**config.mk**
```make
export PLATFORM = sky130hd
export DESIGN_NAME = mycpu_io_port
export DESIGN_NICKNAME = d
export VERILOG_FILES = /design/src/rtl/mycpu_io_port.sv
export SDC_FILE = /design/constraint.sdc
export NUM_CORES = 1
export LEC_CHECK = 0
export CAP_MARGIN = 20
export CORE_MARGIN = 2
export CORE_UTILIZATION = 58
export DETAILED_ROUTE_END_ITERATION = 6
export PLACE_DENSITY = 0.83
export SETUP_SLACK_MARGIN = 0.1
export SKIP_LAST_GASP = 1
export SLEW_MARGIN = 20
export SYNTH_ARGS = -nofsm -noshare
export SYNTH_HDL_FRONTEND = slang
export SYNTH_SLANG_ARGS = --single-unit
```
**constraint.sdc**
```tcl
create_clock -name clk -period 3.8 [get_ports clk]
set_clock_uncertainty 0.15 [all_clocks]
set_input_delay 0.57 -clock clk [delete_from_list [all_inputs] [get_ports clk]]
set_output_delay 0.57 -clock clk [all_outputs]
set_load 0.02 [all_outputs]
```
**src/rtl/mycpu_io_port.sv**
```systemverilog
// mycpu I/O-bus responder: data register backed by TX/RX FIFOs plus a status register.
// Define MYCPU_IO_ERRFLAG_EN to build the sticky tx_overflow / rx_underflow flags.
module mycpu_io_port #(
    parameter logic [15:0] BASE_ADDR = 16'h00F0,
    parameter int          DEPTH     = 4
) (
    input  logic        clk,
    input  logic        rst_n,
    input  logic [15:0] a_out,
    input  logic [15:0] d_out,
    input  logic        wen_out,
    input  logic        iom_out,
    output logic [15:0] io_in,
    output logic [15:0] tx_data,
    output logic        tx_valid,
    input  logic        tx_ready,
    input  logic [15:0] rx_data,
    input  logic        rx_valid,
    output logic        rx_ready
);

    localparam int          AW        = $clog2(DEPTH);
    localparam logic [3:0]  FULL_CNT  = 4'(DEPTH);
    localparam logic [15:0] STAT_ADDR = BASE_ADDR + 16'd1;

    // Both streaming sides use valid/ready: a word moves on a rising edge
    // where valid and ready are both high; valid must not depend on ready.

    logic [15:0]   tx_mem [DEPTH];
    logic [15:0]   rx_mem [DEPTH];
    logic [AW-1:0] tx_wr, tx_rd, rx_wr, rx_rd;
    logic [3:0]    tx_count, rx_count, tx_count_nxt, rx_count_nxt;
    logic          rx_ready_q;
    logic          tx_ovf, rx_udf;

    logic hit_data, hit_stat;
    logic tx_full, tx_empty, rx_full, rx_empty;
    logic tx_push_req, tx_push, tx_pop;
    logic rx_pop_req, rx_pop, rx_push;
    logic [15:0] status;

    assign hit_data = iom_out && (a_out == BASE_ADDR);
    assign hit_stat = iom_out && (a_out == STAT_ADDR);

    assign tx_full  = (tx_count == FULL_CNT);
    assign tx_empty = (tx_count == 4'd0);
    assign rx_full  = (rx_count == FULL_CNT);
    assign rx_empty = (rx_count == 4'd0);

    // Fullness/emptiness are taken from the registered counts, so a drain or
    // fill in the same cycle never rescues a write to full or a read of empty.
    assign tx_push_req = hit_data && !wen_out;
    assign tx_push     = tx_push_req && !tx_full;
    assign tx_pop      = tx_valid && tx_ready;
    assign rx_pop_req  = hit_data && wen_out;
    assign rx_pop      = rx_pop_req && !rx_empty;
    assign rx_push     = rx_valid && rx_ready_q;

    assign tx_count_nxt = tx_count + {3'b000, tx_push} - {3'b000, tx_pop};
    assign rx_count_nxt = rx_count + {3'b000, rx_push} - {3'b000, rx_pop};

    assign tx_valid = !tx_empty;
    assign tx_data  = tx_valid ? tx_mem[tx_rd] : 16'h0000;
    assign rx_ready = rx_ready_q;

    always_ff @(posedge clk) begin
        if (tx_push) tx_mem[tx_wr] <= d_out;
        if (rx_push) rx_mem[rx_wr] <= rx_data;
    end

    always_ff @(posedge clk or negedge rst_n) begin
        if (!rst_n) begin
            tx_wr      <= '0;
            tx_rd      <= '0;
            rx_wr      <= '0;
            rx_rd      <= '0;
            tx_count   <= 4'd0;
            rx_count   <= 4'd0;
            rx_ready_q <= 1'b0;
        end else begin
            if (tx_push) tx_wr <= tx_wr + AW'(1);
            if (tx_pop)  tx_rd <= tx_rd + AW'(1);
            if (rx_push) rx_wr <= rx_wr + AW'(1);
            if (rx_pop)  rx_rd <= rx_rd + AW'(1);
            tx_count   <= tx_count_nxt;
            rx_count   <= rx_count_nxt;
            rx_ready_q <= (rx_count_nxt < FULL_CNT);
        end
    end

`ifdef MYCPU_IO_ERRFLAG_EN
    logic stat_wr;
    assign stat_wr = hit_stat && !wen_out;

    // Set has priority over a clear arriving in the same cycle.
    always_ff @(posedge clk or negedge rst_n) begin
        if (!rst_n) begin
            tx_ovf <= 1'b0;
            rx_udf <= 1'b0;
        end else begin
            if (tx_push_req && tx_full) tx_ovf <= 1'b1;
            else if (stat_wr)           tx_ovf <= 1'b0;
            if (rx_pop_req && rx_empty) rx_udf <= 1'b1;
            else if (stat_wr)           rx_udf <= 1'b0;
        end
    end
`else
    assign tx_ovf = 1'b0;
    assign rx_udf = 1'b0;
`endif

    assign status = {rx_count, tx_count, 2'b00, rx_udf, tx_ovf,
                     rx_empty, rx_full, tx_empty, tx_full};

    always_comb begin
        io_in = 16'h0000;
        if (rst_n) begin
            if (hit_data && wen_out && !rx_empty) io_in = rx_mem[rx_rd];
            else if (hit_stat && wen_out)         io_in = status;
        end
    end

endmodule

```
* Word-level counts from Yosys, hierarchy flattened
Memory sizes are Yosys's and may differ from the RTL's.
Index checks and enable logic that the tools add are counted.
** Cells by class
- Add/subtract/negate cells :: 8
- Order comparisons :: 1
- Equality and inequality tests :: 4
- Multiplexer cells :: 8
- Reductions and logical operators :: 15
** Operators by type and width (count)
- 2-to-1 mux 16 bit :: 4
- == test 16 x 8 -> 1 bit, second input constant :: 2
- logical AND 1 bit :: 9
- adder 2 x 1 -> 2 bit, second input constant :: 4
- adder 4 x 1 -> 4 bit :: 2
- == test 4 x 3 -> 1 bit, second input constant :: 2
- zero test 4 bit :: 2
- subtractor 4 x 1 -> 4 bit :: 2
- zero test 1 bit :: 4
- < comparator 4 x 3 -> 1 bit, second input constant :: 1
- 2-to-1 mux 1 bit :: 4
** Word-level totals
- Register bits after elaboration :: 17
- RAM bits :: 128
- Bits of input ports :: 54
- Output and inout port bits :: 34
- Word-level logic and storage cells :: 45
- Memories kept :: 2
** Memory list
- rx_mem :: words 4, bits a word 16, read ports 1, clocked after Yosys merged registers in 0, wr ports 1, RTL line 30 : logic [15:0] rx_mem [DEPTH];
- tx_mem :: words 4, bits a word 16, read ports 1, clocked after Yosys merged registers in 0, wr ports 1, RTL line 29 : logic [15:0] tx_mem [DEPTH];

* Depth between registers and ports, before layout
- Word-level depth :: 6
- Depth in mapped cells :: 12

* Worst setup path after synthesis
No wires, ideal clock.
- Path kind :: input port to flip-flop
- Start point :: in a_out[8]
- End point :: reg tx_count[2]
- Arrival time :: 2427 ps
- Setup slack :: 1100 ps
- Cell stages on the path :: 11
- Buffers on the path :: 1
- Path through :: nor4_4 > nand3_4 > and4b_1 > buf_2 > inv_1 > ha_1 > inv_1 > ha_1 > inv_1 > fa_1 > xnor2_1
** Between the ends
- Longest elaborated chain between the ends :: 6
** RTL lines
- start: declaration :: RTL line 9 : input logic [15:0] a_out,
- == test 16 x 8 -> 1 bit :: RTL line 42 : assign hit_data = iom_out && (a_out == BASE_ADDR);
- logical AND 1 bit :: RTL line 42
- logical AND 1 bit :: RTL line 52 : assign tx_push_req = hit_data && !wen_out;
- logical AND 1 bit :: RTL line 53 : assign tx_push = tx_push_req && !tx_full;
- adder 4 x 1 -> 4 bit :: RTL line 59 : assign tx_count_nxt = tx_count + {3'b000, tx_push} - {3'b000, tx_pop};
- subtractor 4 x 1 -> 4 bit :: RTL line 59
- net tx_count_nxt[2] :: RTL line 32 : logic [3:0] tx_count, rx_count, tx_count_nxt, rx_count_nxt;
- end signal: assignment :: RTL line 85 : tx_count <= tx_count_nxt;
- end: declaration :: RTL line 32
The timed path passes the listed nets, and every way through them passes these cells.
A chain may end at the register's enable or synchronous reset.

* Worst setup path after layout
- Start point :: in a_out[1]
- End point :: out io_in[6]
** Between the ends
- Longest elaborated chain between the ends :: 6
** RTL lines
- == test 16 x 8 -> 1 bit :: RTL line 42
- logical AND 1 bit :: RTL line 42
- logical AND 1 bit (2 in series) :: RTL line 118 : if (hit_data && wen_out && !rx_empty) io_in = rx_mem[rx_rd];
- 2-to-1 mux 16 bit :: RTL line 118
- 2-to-1 mux 16 bit :: RTL line 117 : if (rst_n) begin
- end: declaration :: RTL line 13 : output logic [15:0] io_in,
Every way passes these cells.

==> flow_summary.ini <==
[run_status]
outcome = completed

[clock_tree]
cts_made_buffers = 17
cts_setup_buffers = 0
cts_tree = built
clock_path_buffers = 2
h-tree-depth = 4
cts-root-buf = clkbuf_8
worstSkewPairLatency_ns = 0.51
cts_num_sinks = 145
path_clk_slew_ns = 0.06

[sta]
hold_viol_final = 0
slew_headroom_pct = 40.7
post-route-period-util_pct = 95.6
tns_ns = 0
slew_viol_final = 0
setup_violations = 0
fmax_mhz = 275
fin_ws_ns = 0.166
worst_pin_slew_ns = 0.890
rsz0062_at_grt = yes
fin_crit_ns = 3.63

[detailed_routing]
drcViolationCount = 0
wirelength_um = 11100
wl_per_cell_um = 19.2
route.vias.total = 3208
firstDrtPassIters = 5
antenna_left = 0
routed_via_density = 5.56
drt_iter0_drc = 162

[yosys]
yosysTopAreaCell = edfxtp_1
synth_flop_cell = edfxtp_1
synthTopCellsByArea = edfxtp_1 (63%), mux4_2 (12%), dfrtp_1 (7.0%), ha_1 (3.9%), inv_1 (1.7%)
ys_ff_latch = 145
syn_avg_cell_area_um2 = 18.7
ys.warnings.count = 0
syn_nets = 400
ys_seq_area_share_pct = 70.3
synth-edff-count = 128
synthArstFlopShare_pct = 11.7
yosysTopAreaCellShare_pct = 63.3
syn-cell-area_mm2 = 0.00607
synth.distinct_cells = 42
syn-instance-count = 325

[floorplanning]
die_height_um = 106
dieArea_mm2 = 0.0113
core_mm2 = 0.0102
ios = 88
die_w_um = 106
initial_core_util_pct = 59.3
rows = 37

[pwr]
peakVddDrop_v = 0.000365
leakagePower_nw = 2.86
power_density_mw_per_mm2 = 621

[setup_path]
arrival_ns = 2.91
start_kind = input pin
cp-end-kind = output port
crit_fanout = 15
crit_slowest_cell = clkdlybuf4s50_1
cp.buffers_inverters = 2
cpLargestDelayFamily = simple AND/OR/NAND/NOR gates
r2r_cells = 11
crit_cells = 6
crit_chain = clkdlybuf4s50_1 > nor4b_1 > nand2_1 > or3_4 > and2b_1 > clkdlybuf4s50_1
critPathMaxStageDelay_ns = 0.60
required_ns = 3.08
critPathKind = input pin to output port
critical_path.most_common_cell = clkdlybuf4s50_1

[global_routing]
grt_max_degree = 18
gr-usage-met1_pct = 24.7
grt_use_met2_pct = 39.0
track_usage_pct = 21.8
grt_pass1_wl_um = 17800
grt_pass1_vias = 3469
grt.overflow.total = 0
use_met3_pct = 4.78
top_usage_layer = met2
grt_antenna_before_repair = 0

[placed_design]
gp_routability_congestion = 0.833
io_buffer_count = 87
hpwl_um = 7290
pre_cts_ws_ns = 0.0195

[flow_run]
drv_cap = 0

[final_layout]
antenna_cells = 0
nets = 503
utilization_pct = 75.6
syn2layout_area_growth_pct = 27.3
drive_gt1_share_pct = 18.8
n_fill_cell = 587

[worst_hold_path]
hold_class = input pin to async pin
per-layer routing:
| layer | vias to the layer above | share of wire [%] |
|---|---|---|
| met3 | 19 | 5.2 |
| met5 | - | 0 |
| met2 | 115 | 55 |
| met4 | 0 | 2.3 |
| li1 | 1455 | - |
| met1 | 1619 | 37 |
stage by stage:
stage	instances	area [um^2]	power, W	hold WS [ns]
after floorplan	325	6070	0.00274	0.124
after global placement	545	7120	0.00316	0.375
after detailed placement	545	7120	0.00319	0.389
after CTS	577	7720	0.00484	0.298
after global routing	577	7730	0.00501	0.314
final	577	7730	0.00480	0.305
Yosys cell counts, drive strengths merged (3+ instances only):
| library cell | instances |
|---|---|
| ha | 19 |
| nor2b | 12 |
| dfrtp | 17 |
| mux4 | 32 |
| o22ai | 9 |
| and2b | 9 |
| clkbuf | 3 |
| and2 | 4 |
| and3 | 4 |
| xnor2 | 6 |
| nand2 | 7 |
| buf | 9 |
| xor2 | 5 |
| edfxtp | 128 |
| nor3 | 3 |
| inv | 28 |
| nor2 | 4 |
cell type report:
type                            count  area [um^2]  share of cell area (%)
Clock buffer                       18          418                    5.40
Timing Repair Buffer               96          951                    12.3
Inverter                           28          105                    1.36
Sequential cell                   145         4270                    55.2
Multi-Input combinational cell    140         1640                    21.2
Tap cell                          136          170                    2.20
Clock inverter                     14          179                    2.31
where the power goes:
part | switching, W | total [W] | internal (W)
Combinational | 0.000554 | 0.00116 | 0.000604
Clock | 0.000633 | 0.00164 | 0.00101
Sequential | 0.000123 | 0.00200 | 0.00188
cells by family after synthesis:
logic type,count (synthesis),share of synthesized area [%]
adders and majority gates,21,4.57
and+or+nand+nor,58,6.59
AOI/OAI and AO/OA,16,1.85
xor gates and xnor gates,11,1.59
DFF,145,70.3
buffers and inverters,40,2.84
muxes,34,12.2
placed cells by master (no fill, tap or decap), types with 4 or more instances in the layout:
cell type / n
dfrtp_1: 17
o22ai_1: 8
nor2_1: 4
mux4_2: 32
clkdlybuf4s50_1: 82
and2_1: 4
edfxtp_1: 128
nor2b_1: 12
buf_4: 9
inv_1: 28
xnor2_1: 6
clkbuf_16: 16
xor2_1: 5
inv_6: 4
dlymetal6s2s_1: 5
nand2_1: 7
and2b_1: 9
ha_1: 19
and3_1: 4
flip-flops by register name (all words and copies together) (netlist names):
register	cells
rx_wr	2
rx_rd	2
tx_wr	2
tx_count	4
rx_count	4
rx_ready	1
tx_rd	2
rx_mem	64
tx_mem	64
path summary, 6_finish.rpt:
path / start / to / slack (ns)
min in group clk: rx_wr[0]$_DFFE_PN0P_ / rx_wr[0]$_DFFE_PN0P_ / 0.41
hold reg to reg: rx_wr[0]$_DFFE_PN0P_ / rx_wr[0]$_DFFE_PN0P_ / 0.41
setup reg to reg: tx_count[2]$_DFF_PN0_ / tx_count[2]$_DFF_PN0_ / 0.97
setup / recovery: a_out[1] / io_in[6] / 0.17
max in group asynchronous: rst_n / tx_wr[0]$_DFFE_PN0P_ / 2.99
hold / removal: rst_n / rx_wr[1]$_DFFE_PN0P_ / 0.30
what timing repair did:
action                     4_1_cts  5_1_grt
setup endpoints to repair        8       11
hold buffers                     0        0
gates resized for setup          1        5
Power figures use the tool's default switching activity.
==> edit (same settings) <==
Compare `tx_count` against `FULL_CNT` with >= in place of ==.
--- a/src/rtl/mycpu_io_port.sv
+++ b/src/rtl/mycpu_io_port.sv
@@ -43,5 +43,5 @@
     assign hit_stat = iom_out && (a_out == STAT_ADDR);
 
-    assign tx_full  = (tx_count == FULL_CNT);
+    assign tx_full  = (tx_count >= FULL_CNT);
     assign tx_empty = (tx_count == 4'd0);
     assign rx_full  = (rx_count == FULL_CNT);
Check against the original RTL: no difference found for any inputs over 4 cycles, from zero or initial values and one cycle with rst_n low; that may be too few to reach the edited logic, so the function may still have changed.
==> edit against the unedited design <==
- wire length is 6.9% higher
- first-iteration DRC count is 35% higher
- worst setup slack better by 0.065 ns
- hold slack better by 0.0036 ns
- power is 1.8% lower
- via count is 0.84% lower
- synthesized area hardly changed
- non-clock buffer count is 2 lower
- final cell count is 3.5% lower
- cell area is 1.1% lower
- sequential cell count stayed put
- highest routed layer unchanged
==> edit: results (changes against the unedited design) <==
stage,metric,value,unit,change
place,dp_hpwl,7.54,mm,+3.4%
power_and_ir_drop,vdd.ir_drop.worst,488,uV,+34%
yosys,muxShareOfSynthArea,12.3,%,+0.064 points
yosys,synth_cell_types,37,,-12%
yosys,ys_seq_area_share,70.3,%,about the same
finish,finish.net_count,483,,-4.0%
grt,track_usage,22.4,%,+0.63 points
yosys,synth_fa_ha_area_share,4.58,%,about the same
finish,n_clock_buffer,17,,-1
detailed_routing,dr.pass1.iters,4,,-1
finish,n_all_buffers,94,,-2.1%
grt,gr-usage-met3,6.56,%,+1.8 points
detailed_routing,num_vias,3181,,-0.84%
detailed_routing,wl,11.9,mm,+6.9%
status,status,"finished, final reports clean",,
grt,grt_util_met1,29.4,%,+4.8 points
finish,multi_input_area_share,21.8,%,+0.56 points
yosys,yosys-top-cells-count,"edfxtp_1 (128), mux4_2 (32), ha_1 (19)",,
finish,drive_gt1_share,20.9,%,+2.1 points
yosys,synth_compound_area_share,2.35,%,+0.50 points
sta,max_slew_margin,39.8,%,-0.88 points
detailed_routing,met1_length,4.73,mm,+14%
detailed_routing,dr_wl_met3,928,um,+61%
place,gp_congestion,0.737,,-12%
detailed_routing,wl_met2,6.07,mm,-0.88%
worst_setup_path,crit_fanout,18,,+3
finish,inv_count,17,,-39%
yosys,synthXorXnorAreaFrac,1.71,%,+0.12 points
grt,grt_pass1_vias,3397,,-2.1%
worst_setup_path,arrival,2.85,ns,-0.06 ns
grt,grtUsageMet2,36.1,%,-2.9 points
power_and_ir_drop,power_leakage,0.00268,uW,-6.1%
power_and_ir_drop,switchingPower,1310,uW,about the same
yosys,synth.area.top_cells,"edfxtp_1 (63%), mux4_2 (12%), dfrtp_1 (7.0%)",,
finish,multi_input_comb_cells,133,,-5.0%
detailed_routing,drt_iter0_drc,218,,+35%
yosys,synthesis.nets,383,,-4.3%
grt,grt_max_degree,19,,+1
place,dp.cells,525,,-3.7%
yosys,syn_avg_cell_area,19.7,um2,+5.5%
finish,bufAreaShareNonClock,12.1,%,-0.22 points
worst_setup_path,critPathMaxStageDelay,0.65,ns,+0.05 ns
clocking,cts_root_buf,clkbuf_8,,
detailed_routing,viasPerCell,5.71,,+2.7%
-- edit: changes by cell type after synthesis, sizes merged, moves of 3 or more --
cell   change
o22ai      -9
nand2      -3
and2b      -4
and3       +7
a32o      +11
inv       -11
nor3       -3
-- edit: timing repair --
item                                    in CTS  in global routing
hold endpoints to repair                     0                  0
endpoints found under the setup margin       0                  1
gates resized for setup                      0                  1
-- edit: worst paths after layout --
check / start / end / slack [ns] / cells after the start
min in group clk: tx_count[0] / tx_count[0] / 0.41 / 1
min reg2reg: tx_count[0] / tx_count[0] / 0.41 / 1
max in group asynchronous: rst_n / tx_rd[0] / 3.00 / 2
max reg2reg: tx_count[2] / tx_count[2] / 0.86 / 11
min: rst_n / rx_rd[0] / 0.31 / 2
max: a_out[1] / io_in[2] / 0.23 / 7
-- edit: power by group through the flow --
stage | Sequential, uW | Combinational [uW] | Clock (uW)
floorplan | 1970 | 762 | 0
global placement | 2030 | 1120 | 0
detailed placement | 2040 | 1160 | 0
CTS | 2010 | 1180 | 1570
global route | 2020 | 1270 | 1630
finish | 2010 | 1160 | 1550
-- edit: logic make-up after synthesis --
logic type	Yosys count
AOI/OAI and AO/OA	16
xor gates and xnor gates	11
adders and majority gates	21
buffers and inverters	30
DFF	145
muxes	34
and+or+nand+nor	51
-- edit: critical path: cells and delay by family --
| family | cells | cell delay (ns) |
|---|---|---|
| compound gates | 1 | 0.20 |
| buf+inv | 3 | 1.35 |
| simple gates | 3 | 0.71 |
-- edit: metrics by stage --
step / worst slack (ns) / instance area, um2
6_report: 0.232 / 7650
5_1_grt: 0.135 / 7650
4_1_cts: 0.235 / 7650
3_5_place_dp: 0.279 / 7090
3_3_place_gp: 0.318 / 7090
2_1_floorplan: 1.05 / 6070
